**src/rtl/lfsr_byte_source.sv**
```systemverilog
// lfsr_byte_source
// Sequencing controller and output stage for an external 8-bit Fibonacci LFSR
// (x^8+x^7+x^6+x^4+1). It seeds the LFSR and advances it SHIFTS_PER_BYTE times
// per byte. Each resulting LFSR value goes into a small first-word-fall-through
// FIFO, which feeds a valid/ready byte stream.
//
// Every signal driven towards the LFSR is registered. lfsr_shift therefore
// follows the run input of the previous cycle while the FSM stays in GEN.

module lfsr_byte_source #(
    parameter int unsigned SHIFTS_PER_BYTE = 8,
    parameter int unsigned FIFO_DEPTH      = 4,
    parameter logic [7:0]  ZERO_SEED_SUB   = 8'h01
) (
    input  logic                          clk,
    input  logic                          rst,
    input  logic [7:0]                    seed,
    input  logic                          seed_load,
    input  logic                          run,
    output logic [7:0]                    out_data,
    output logic                          out_valid,
    input  logic                          out_ready,
    output logic [$clog2(FIFO_DEPTH):0]   level,
    output logic                          seeded,
    output logic                          lfsr_rst,
    output logic [7:0]                    lfsr_init,
    output logic                          lfsr_shift,
    input  logic [7:0]                    lfsr_result
);

    // state   | meaning
    // --------+-----------------------------------------------------------
    // IDLE    | not seeded yet (or after reset); LFSR left alone
    // SEED    | lfsr_rst high for one cycle, LFSR loads lfsr_init
    // GEN     | LFSR advances on every cycle with run high; shifts counted
    // CAPTURE | LFSR frozen; its value is pushed once the FIFO has room

    localparam int unsigned PTR_W = $clog2(FIFO_DEPTH);
    localparam int unsigned LVL_W = PTR_W + 1;
    localparam logic [7:0]       LAST_SHIFT = 8'(SHIFTS_PER_BYTE - 1);
    localparam logic [LVL_W-1:0] FULL_LEVEL = LVL_W'(FIFO_DEPTH);

    typedef enum logic [1:0] {
        IDLE    = 2'd0,
        SEED    = 2'd1,
        GEN     = 2'd2,
        CAPTURE = 2'd3
    } state_t;

    state_t           state;
    state_t           state_next;
    logic [7:0]       shift_count;
    logic [7:0]       shift_count_next;
    logic             seeded_next;
    logic             lfsr_rst_next;
    logic [7:0]       lfsr_init_next;
    logic             lfsr_shift_next;

    logic             push;
    logic             pop;
    logic             flush;
    logic             fifo_full;
    logic [PTR_W-1:0] rd_ptr;
    logic [PTR_W-1:0] wr_ptr;
    logic [7:0]       fifo_mem [FIFO_DEPTH];

    assign fifo_full = (level == FULL_LEVEL);
    assign out_valid = (level != '0);
    // Gated so that the data output reads zero while the FIFO is empty.
    // The storage itself is never reset.
    assign out_data  = out_valid ? fifo_mem[rd_ptr] : 8'h00;

    // Control registers, including everything driven towards the LFSR
    always_ff @(posedge clk or negedge rst) begin
        if (!rst) begin
            state       <= IDLE;
            shift_count <= 8'h00;
            seeded      <= 1'b0;
            lfsr_rst    <= 1'b0;
            lfsr_init   <= 8'h00;
            lfsr_shift  <= 1'b0;
        end else begin
            state       <= state_next;
            shift_count <= shift_count_next;
            seeded      <= seeded_next;
            lfsr_rst    <= lfsr_rst_next;
            lfsr_init   <= lfsr_init_next;
            lfsr_shift  <= lfsr_shift_next;
        end
    end

    // Next state, next values of the LFSR-side registers, and the FIFO strobes
    always_comb begin
        state_next       = state;
        shift_count_next = shift_count;
        seeded_next      = seeded;
        lfsr_rst_next    = 1'b0;
        lfsr_init_next   = lfsr_init;
        lfsr_shift_next  = 1'b0;
        push             = 1'b0;
        pop              = out_valid && out_ready;
        flush            = 1'b0;

        if (seed_load) begin
            // A reseed overrides everything else. The current byte is dropped.
            // The FIFO is emptied on this edge, so no byte from the old
            // sequence can be handed out after the reseed.
            state_next       = SEED;
            shift_count_next = 8'h00;
            seeded_next      = 1'b1;
            lfsr_rst_next    = 1'b1;
            lfsr_init_next   = (seed == 8'h00) ? ZERO_SEED_SUB : seed;
            pop              = 1'b0;
            flush            = 1'b1;
        end else begin
            case (state)
                IDLE: begin
                    state_next = IDLE;
                end
                SEED: begin
                    state_next       = GEN;
                    shift_count_next = 8'h00;
                    lfsr_shift_next  = run;
                end
                GEN: begin
                    if (lfsr_shift) begin
                        shift_count_next = shift_count + 8'd1;
                        if (shift_count == LAST_SHIFT) begin
                            // That was the last shift for this byte. The LFSR
                            // is frozen in CAPTURE until the byte is stored.
                            state_next = CAPTURE;
                        end else begin
                            lfsr_shift_next = run;
                        end
                    end else begin
                        lfsr_shift_next = run;
                    end
                end
                CAPTURE: begin
                    // A pop in the same cycle frees the slot being written.
                    if (!fifo_full || pop) begin
                        push             = 1'b1;
                        shift_count_next = 8'h00;
                        state_next       = GEN;
                        lfsr_shift_next  = run;
                    end
                end
                default: begin
                    state_next = IDLE;
                end
            endcase
        end
    end

    // FIFO pointers and occupancy
    always_ff @(posedge clk or negedge rst) begin
        if (!rst) begin
            rd_ptr <= '0;
            wr_ptr <= '0;
            level  <= '0;
        end else if (flush) begin
            rd_ptr <= '0;
            wr_ptr <= '0;
            level  <= '0;
        end else begin
            if (push) begin
                wr_ptr <= wr_ptr + PTR_W'(1);
            end
            if (pop) begin
                rd_ptr <= rd_ptr + PTR_W'(1);
            end
            case ({push, pop})
                2'b10:   level <= level + LVL_W'(1);
                2'b01:   level <= level - LVL_W'(1);
                default: level <= level;
            endcase
        end
    end

    // FIFO storage; a captured LFSR value is written at the tail
    always_ff @(posedge clk) begin
        if (push) begin
            fifo_mem[wr_ptr] <= lfsr_result;
        end
    end

endmodule
```
**config.mk**
```make
export PLATFORM = sky130hd
export DESIGN_NAME = lfsr_byte_source
export DESIGN_NICKNAME = d
export VERILOG_FILES = /design/src/rtl/lfsr_byte_source.sv
export SDC_FILE = /design/constraint.sdc
export NUM_CORES = 1
export LEC_CHECK = 0
export CORE_MARGIN = 10
export CORE_UTILIZATION = 31
export DETAILED_ROUTE_END_ITERATION = 12
export GPL_ROUTABILITY_DRIVEN = 1
export MAX_ROUTING_LAYER = met4
export PLACE_DENSITY_LB_ADDON = 0.3
export SKIP_LAST_GASP = 1
export SLEW_MARGIN = 20
export SYNTH_ARGS = -nofsm -noshare
export SYNTH_HDL_FRONTEND = slang
export SYNTH_SLANG_ARGS = --single-unit
export TNS_END_PERCENT = 10
```
**constraint.sdc**
```tcl
create_clock -name clk -period 2.6 [get_ports clk]
set_input_delay 0.26 -clock clk [delete_from_list [all_inputs] [get_ports clk]]
set_output_delay 0.26 -clock clk [all_outputs]
set_load 0.02 [all_outputs]
```
* Word-level counts from Yosys, hierarchy flattened *
Memories as Yosys holds them, arrays and structs flattened.
Index checks and enable logic that the tools add are counted.

storage, ports and cells
  bits in registers = 28
  bits in writable memories = 32
  memories kept = 1

memories
  name      depth  width  read ports  clocked after Yosys merged registers in  write ports  RTL line  text
  fifo_mem  4      8      1           0                                        1            65        logic [7:0] fifo_mem [FIFO_DEPTH];

cells by class
  add/sub/neg operators = 5
  equal/unequal tests = 10
  reductions and logical operators = 12
  mux-type cells = 29

operators with widths
  operator             number
  $mux 8               5
  $pmux 8 s3           1
  $mux 2               8
  $mux 1               11
  $ne 3x3->1 const B   3
  $add 8x1->8 const B  1
  $eq 8x3->1 const B   1
  $logic_not 8->1      1
  $pmux 2 s4           1
  $eq 2x2->1 const B   3
  $pmux 3 s2           1
  $reduce_and 3->1     2
  $reduce_bool 3->1    2
  $add 2x1->2 const B  2
  $eq 2x1->1 const B   2
  $reduce_bool 2->1    2
  $reduce_bool 4->1    1
  $add 3x1->3 const B  1
  $eq 3x3->1 const B   1
  $mux 3               1
  $pmux 1 s3           1
  $sub 3x1->3 const B  1
  $logic_not 2->1      1
  $logic_and 1x1->1    1
  other kinds (2)      2

* Depth between registers and ports, before layout *
Gate-level depths: netlist (run 1).

  word-level depth = 9
  depth in mapped cells = 8

* Least setup slack after synthesis (run 1) *
No wires, ideal clock.

  kind = register to register
  start point = reg level[0]
  end point = reg level[2]
  buffers on the path = 0
  slack = 477 ps
  setup time = 82 ps
  arrival time = 2041 ps
  required time = 2518 ps
  stages on the path, launching flop included = 9
  cell sequence = dfrtp_1 -> or3_4 -> nand2_4 -> nor3b_1 -> fa_1 -> inv_1 -> o21ai_0 -> a31o_2 -> a31oi_1

on the way
  longest elaborated chain between the ends = 9

ends and longest elaborated chain
  element                                               RTL line  text
  start: declaration                                    23        output logic [$clog2(FIFO_DEPTH):0] level,
  start signal: assignment                              173       2'b10: level <= level + LVL_W'(1);
  start signal: assignment                              174       2'b01: level <= level - LVL_W'(1);
  start signal: assignment                              175       default: level <= level;
  $eq 3x3->1 or $reduce_bool 3->1 (tied branches)       67, 68
  $logic_not 1->1 or $logic_and 1x1->1 (tied branches)  141, 101
  $logic_or 1x1->1                                      141       if (!fifo_full || pop) begin
  $mux 1                                                141
  $mux 1                                                116       case (state)
  $mux 1                                                104       if (seed_load) begin
  $eq 2x1->1 or $eq 2x2->1 (tied branches)              172       case ({push, pop})
  $pmux 3 s2                                            172
  $mux 3                                                161       end else if (flush) begin

Several ways; a longest one is shown, not always the timed one.
A chain may end at the register's enable or synchronous reset.

* Worst setup path after layout (run 1) *
  start point = reg rd_ptr[0]
  end point = out out_data[2]

on the way
  longest elaborated chain between the ends = 2

ends and longest elaborated chain
  element                   RTL line  text
  start: declaration        63        logic [PTR_W-1:0] rd_ptr;
  start signal: assignment  170       rd_ptr <= rd_ptr + PTR_W'(1);
  $mem_v2 4x8               -
  $mux 8                    71        assign out_data = out_valid ? fifo_mem[rd_ptr] : 8'h00;
  end: declaration          20        output logic [7:0] out_data,

No other way between the ends.

==> results of run 1 <==
[worst max-delay path, stage by stage (launching register included)]
cell             delay [ns]
dfrtp_1                0.38
buf_4                  0.23
mux4_2                 0.51
and2_1                 0.17
clkdlybuf4s50_1        0.54
[flip-flops by register name, indices dropped and copies added, names as in the netlist]
| signal | count |
|---|---|
| level | 3 |
| rd_ptr | 2 |
| lfsr_shift | 1 |
| lfsr_init | 8 |
| state | 2 |
| fifo_mem | 32 |
| wr_ptr | 2 |
| lfsr_rst | 1 |
| shift_count | 8 |
| seeded | 1 |
[per-stage QoR]
step	power [mW]	setup slack (ns)	cells	hold WS [ns]
3_5_place_dp	1.92	0.503	342	0.464
6_report	2.81	0.181	358	0.308
2_1_floorplan	1.58	0.477	194	-0.0356
3_3_place_gp	1.91	0.523	342	0.458
5_1_grt	2.96	0.0741	358	0.346
4_1_cts	2.86	0.139	358	0.305
[synth_stat cells, types with 2 or more instances]
cell type and number:
nor2_1 8, a31oi_1 3, dfrtp_1 28, o21ai_0 6
edfxtp_1 32, ha_1 5, nand4_1 2, inv_1 6
a31o_2 4, o211ai_1 2, mux2_2 7, buf_2 4
nand2_1 13, nor3_1 6, nor2b_1 2, nor4_1 3
and3_1 5, mux4_2 8, a21oi_1 5, nand3_1 10
and2_1 9, nor3b_1 2, xor2_1 2, clkbuf_1 2
[per-layer routing]
metal | vias to the layer above | track usage (%)
met2 | 61 | 13.0
li1 | 838 | -
met5 | - | -
met1 | 833 | 11.1
met3 | 2 | 4.86
met4 | 0 | 2.79
[layout make-up]
class | instances | area (sq um) | share of cell area [%]
clock buffers | 9 | 124 | 3.54
flip-flops and latches | 60 | 1660 | 47.5
multi-input cells | 120 | 972 | 27.8
clock inverters | 7 | 97.6 | 2.79
inverters | 6 | 22.5 | 0.644
repair buffers | 51 | 490 | 14.0
well taps | 105 | 131 | 3.75
[how the worst max path moves through the flow]
stage               slack, ns                    to             startpoint
floorplan                0.48  level[2]$_DFFE_PN0P_   level[0]$_DFFE_PN0P_
global placement         0.52           out_data[4]  rd_ptr[0]$_DFFE_PN0P_
detailed placement       0.50  level[2]$_DFFE_PN0P_              out_ready
CTS                      0.14           out_data[6]  rd_ptr[0]$_DFFE_PN0P_
global route             0.07           out_data[2]  rd_ptr[0]$_DFFE_PN0P_
finish                   0.18           out_data[2]  rd_ptr[0]$_DFFE_PN0P_
[power by group]
part | internal, mW | leakage, nW | switching, mW
logic | 0.405 | 0.556 | 0.390
clock network | 0.544 | 0.106 | 0.380
registers | 1.05 | 0.647 | 0.0420
[cells by family (layout without fill, tap and decap cells)]
group	Yosys count	count (layout)	share of synthesized area, %
mux	17	17	10.5
buf+inv	14	73	2.27
simple gates	68	68	14.7
fa+ha+maj	6	6	3.06
compound gates	25	25	6.22
flops	60	60	61.7
xor+xnor	4	4	1.58
==> flow_summary_export.csv, run 1 <==
group,metric,value,unit
yosys,yosysWarnings,0,
timing,rsz0062_at_grt,"false",
die,rows,33,
yosys,synth_flop_cell,"edfxtp_1",
pwr,power.leakage,1.31,nW
clocking,cts_sinks,60,
cells_and_area,final_area,0.00350,sq mm
die,die_h,113,um
yosys,synth_area,0.00270,sq mm
detailed_routing,firstDrtPassIters,4,
timing,setup_viol,0,
clocking,htree_levels,3,
worst_setup_path,worstPathMaxFanout,8,
timing,clock.fmax,413,MHz
detailed_routing,top_layer,"met4",
detailed_routing,via_count,1734,
global_routing,grt_pass1_wl,9.22,mm
yosys,synth_seq_area_share,61.7,%
yosys,netlist_instances,194,
worst_setup_path,required,2.34,ns
global_routing,grt-ovfl-total,0,
detailed_routing,first_iter_violations,72,
die,pin_count,44,
clocking,cts-resized-gates,0,
die,core_area,0.00834,sq mm
yosys,synth_seq_cells,60,
detailed_routing,wire_per_inst,15.5,um
yosys,syn_avg_cell_area,13.9,sq um
clocking,cts_tree,"built",
placement,routabilityCongestion,0.809,
worst_setup_path,cp-end-kind,"primary output",
cells_and_area,n_antenna_cell,0,
yosys,yosysTopAreaCell,"edfxtp_1",
cells_and_area,final_util,42.0,%
timing,hold_viol_final,0,
timing,tightest_slew,0.450,ns
timing,finalClockSkew,0.0111,ns
worst_setup_path,r2r-start,"level[2]$_DFFE_PN0P_",
timing,slew_violations,0,
clocking,postCtsHoldBufs,0,
timing,fin_crit_sh,93.0,%
yosys,postSynth.asyncResetShare,46.7,%
worst_setup_path,reg2reg_depth,8,
yosys,synth_top_area_share,35.7,%
cells_and_area,final_cell_mix,"43 x clkdlybuf4s50_1, 32 x edfxtp_1, 28 x dfrtp_1, 13 x nand2_1, 10 x nand3_1",
cells_and_area,layout_commonest_cell,"clkdlybuf4s50_1",
yosys,synthTopCellsByArea,"edfxtp_1 36%, dfrtp_1 26%, mux4_2 6.7%, mux2_2 2.9%, ha_1 2.3%",
cells_and_area,n_fill_cell,782,
worst_setup_path,cp.arrival,2.16,ns
detailed_routing,antenna_left,0,
clocking,cts_buffer_depth,2,
timing,relSlewSlack,70.0,%
global_routing,grt_pass1_vias,1841,
detailed_routing,dr_wl_met3,455,um
global_routing,grt_usage,9.21,%
yosys,synth_edf_count,32,
pwr,p_per_area,803,mW/mm^2
clocking,post_cts_buffers,0,
clocking,clk_latency,0.33,ns
worst_setup_path,worstSetupPathType,"reg2out",
pwr,ir_worst_vdd,0.503,mV
die,initial_utilization,32.3,%
worst_setup_path,r2r-end,"level[2]$_DFFE_PN0P_",
placement,hpwl,3.93,mm
timing,finalSetupTns,0,ns
placement,portBuffers,43,
worst_setup_path,ff2ff_setup_slack,0.50,ns
clocking,cts_buffers,9,
detailed_routing,routedLengthMet1,2.67,mm
cells_and_area,fin_nets,275,
global_routing,grt_max_degree,29,
yosys,synth_cell_types,44,
yosys,syn_nets,221,
worst_hold_path,hp-class,"in2async",
timing,period_needed,2.42,ns
cells_and_area,layout-drive-gt1-share,20.2,%
detailed_routing,wl_met2,2.42,mm
detailed_routing,route.detailed.drc,0,
detailed_routing,via_per_inst,4.84,
cells_and_area,syn2layout_area_growth,29.9,%
worst_setup_path,start_kind,"flip-flop",
die,die-area,0.0128,sq mm
detailed_routing,wl,5.56,mm
run,cap_violations,0,
outcome,status,"finished, final reports clean",
global_routing,antenna_found_initial,0,
placement,placed_area,0.00328,sq mm
clocking,cts-root-buf,"clkbuf_8",
die,die_w,113,um
clocking,clk_pin_slew,0.08,ns
No activity file was read; power rests on OpenSTA's default activity.
==> run 2: changes to the inputs <==
--- a/config.mk
+++ b/config.mk
@@ -8,7 +8,8 @@
 export CORE_MARGIN = 10
 export CORE_UTILIZATION = 31
 export DETAILED_ROUTE_END_ITERATION = 12
-export GPL_ROUTABILITY_DRIVEN = 1
+export GPL_ROUTABILITY_DRIVEN = 0
+export HOLD_SLACK_MARGIN = 0.1
 export MAX_ROUTING_LAYER = met4
 export PLACE_DENSITY_LB_ADDON = 0.3
 export SKIP_LAST_GASP = 1
==> results of run 2 <==
Same layout as run 1: the final DEF is identical, and so are final timing and power.
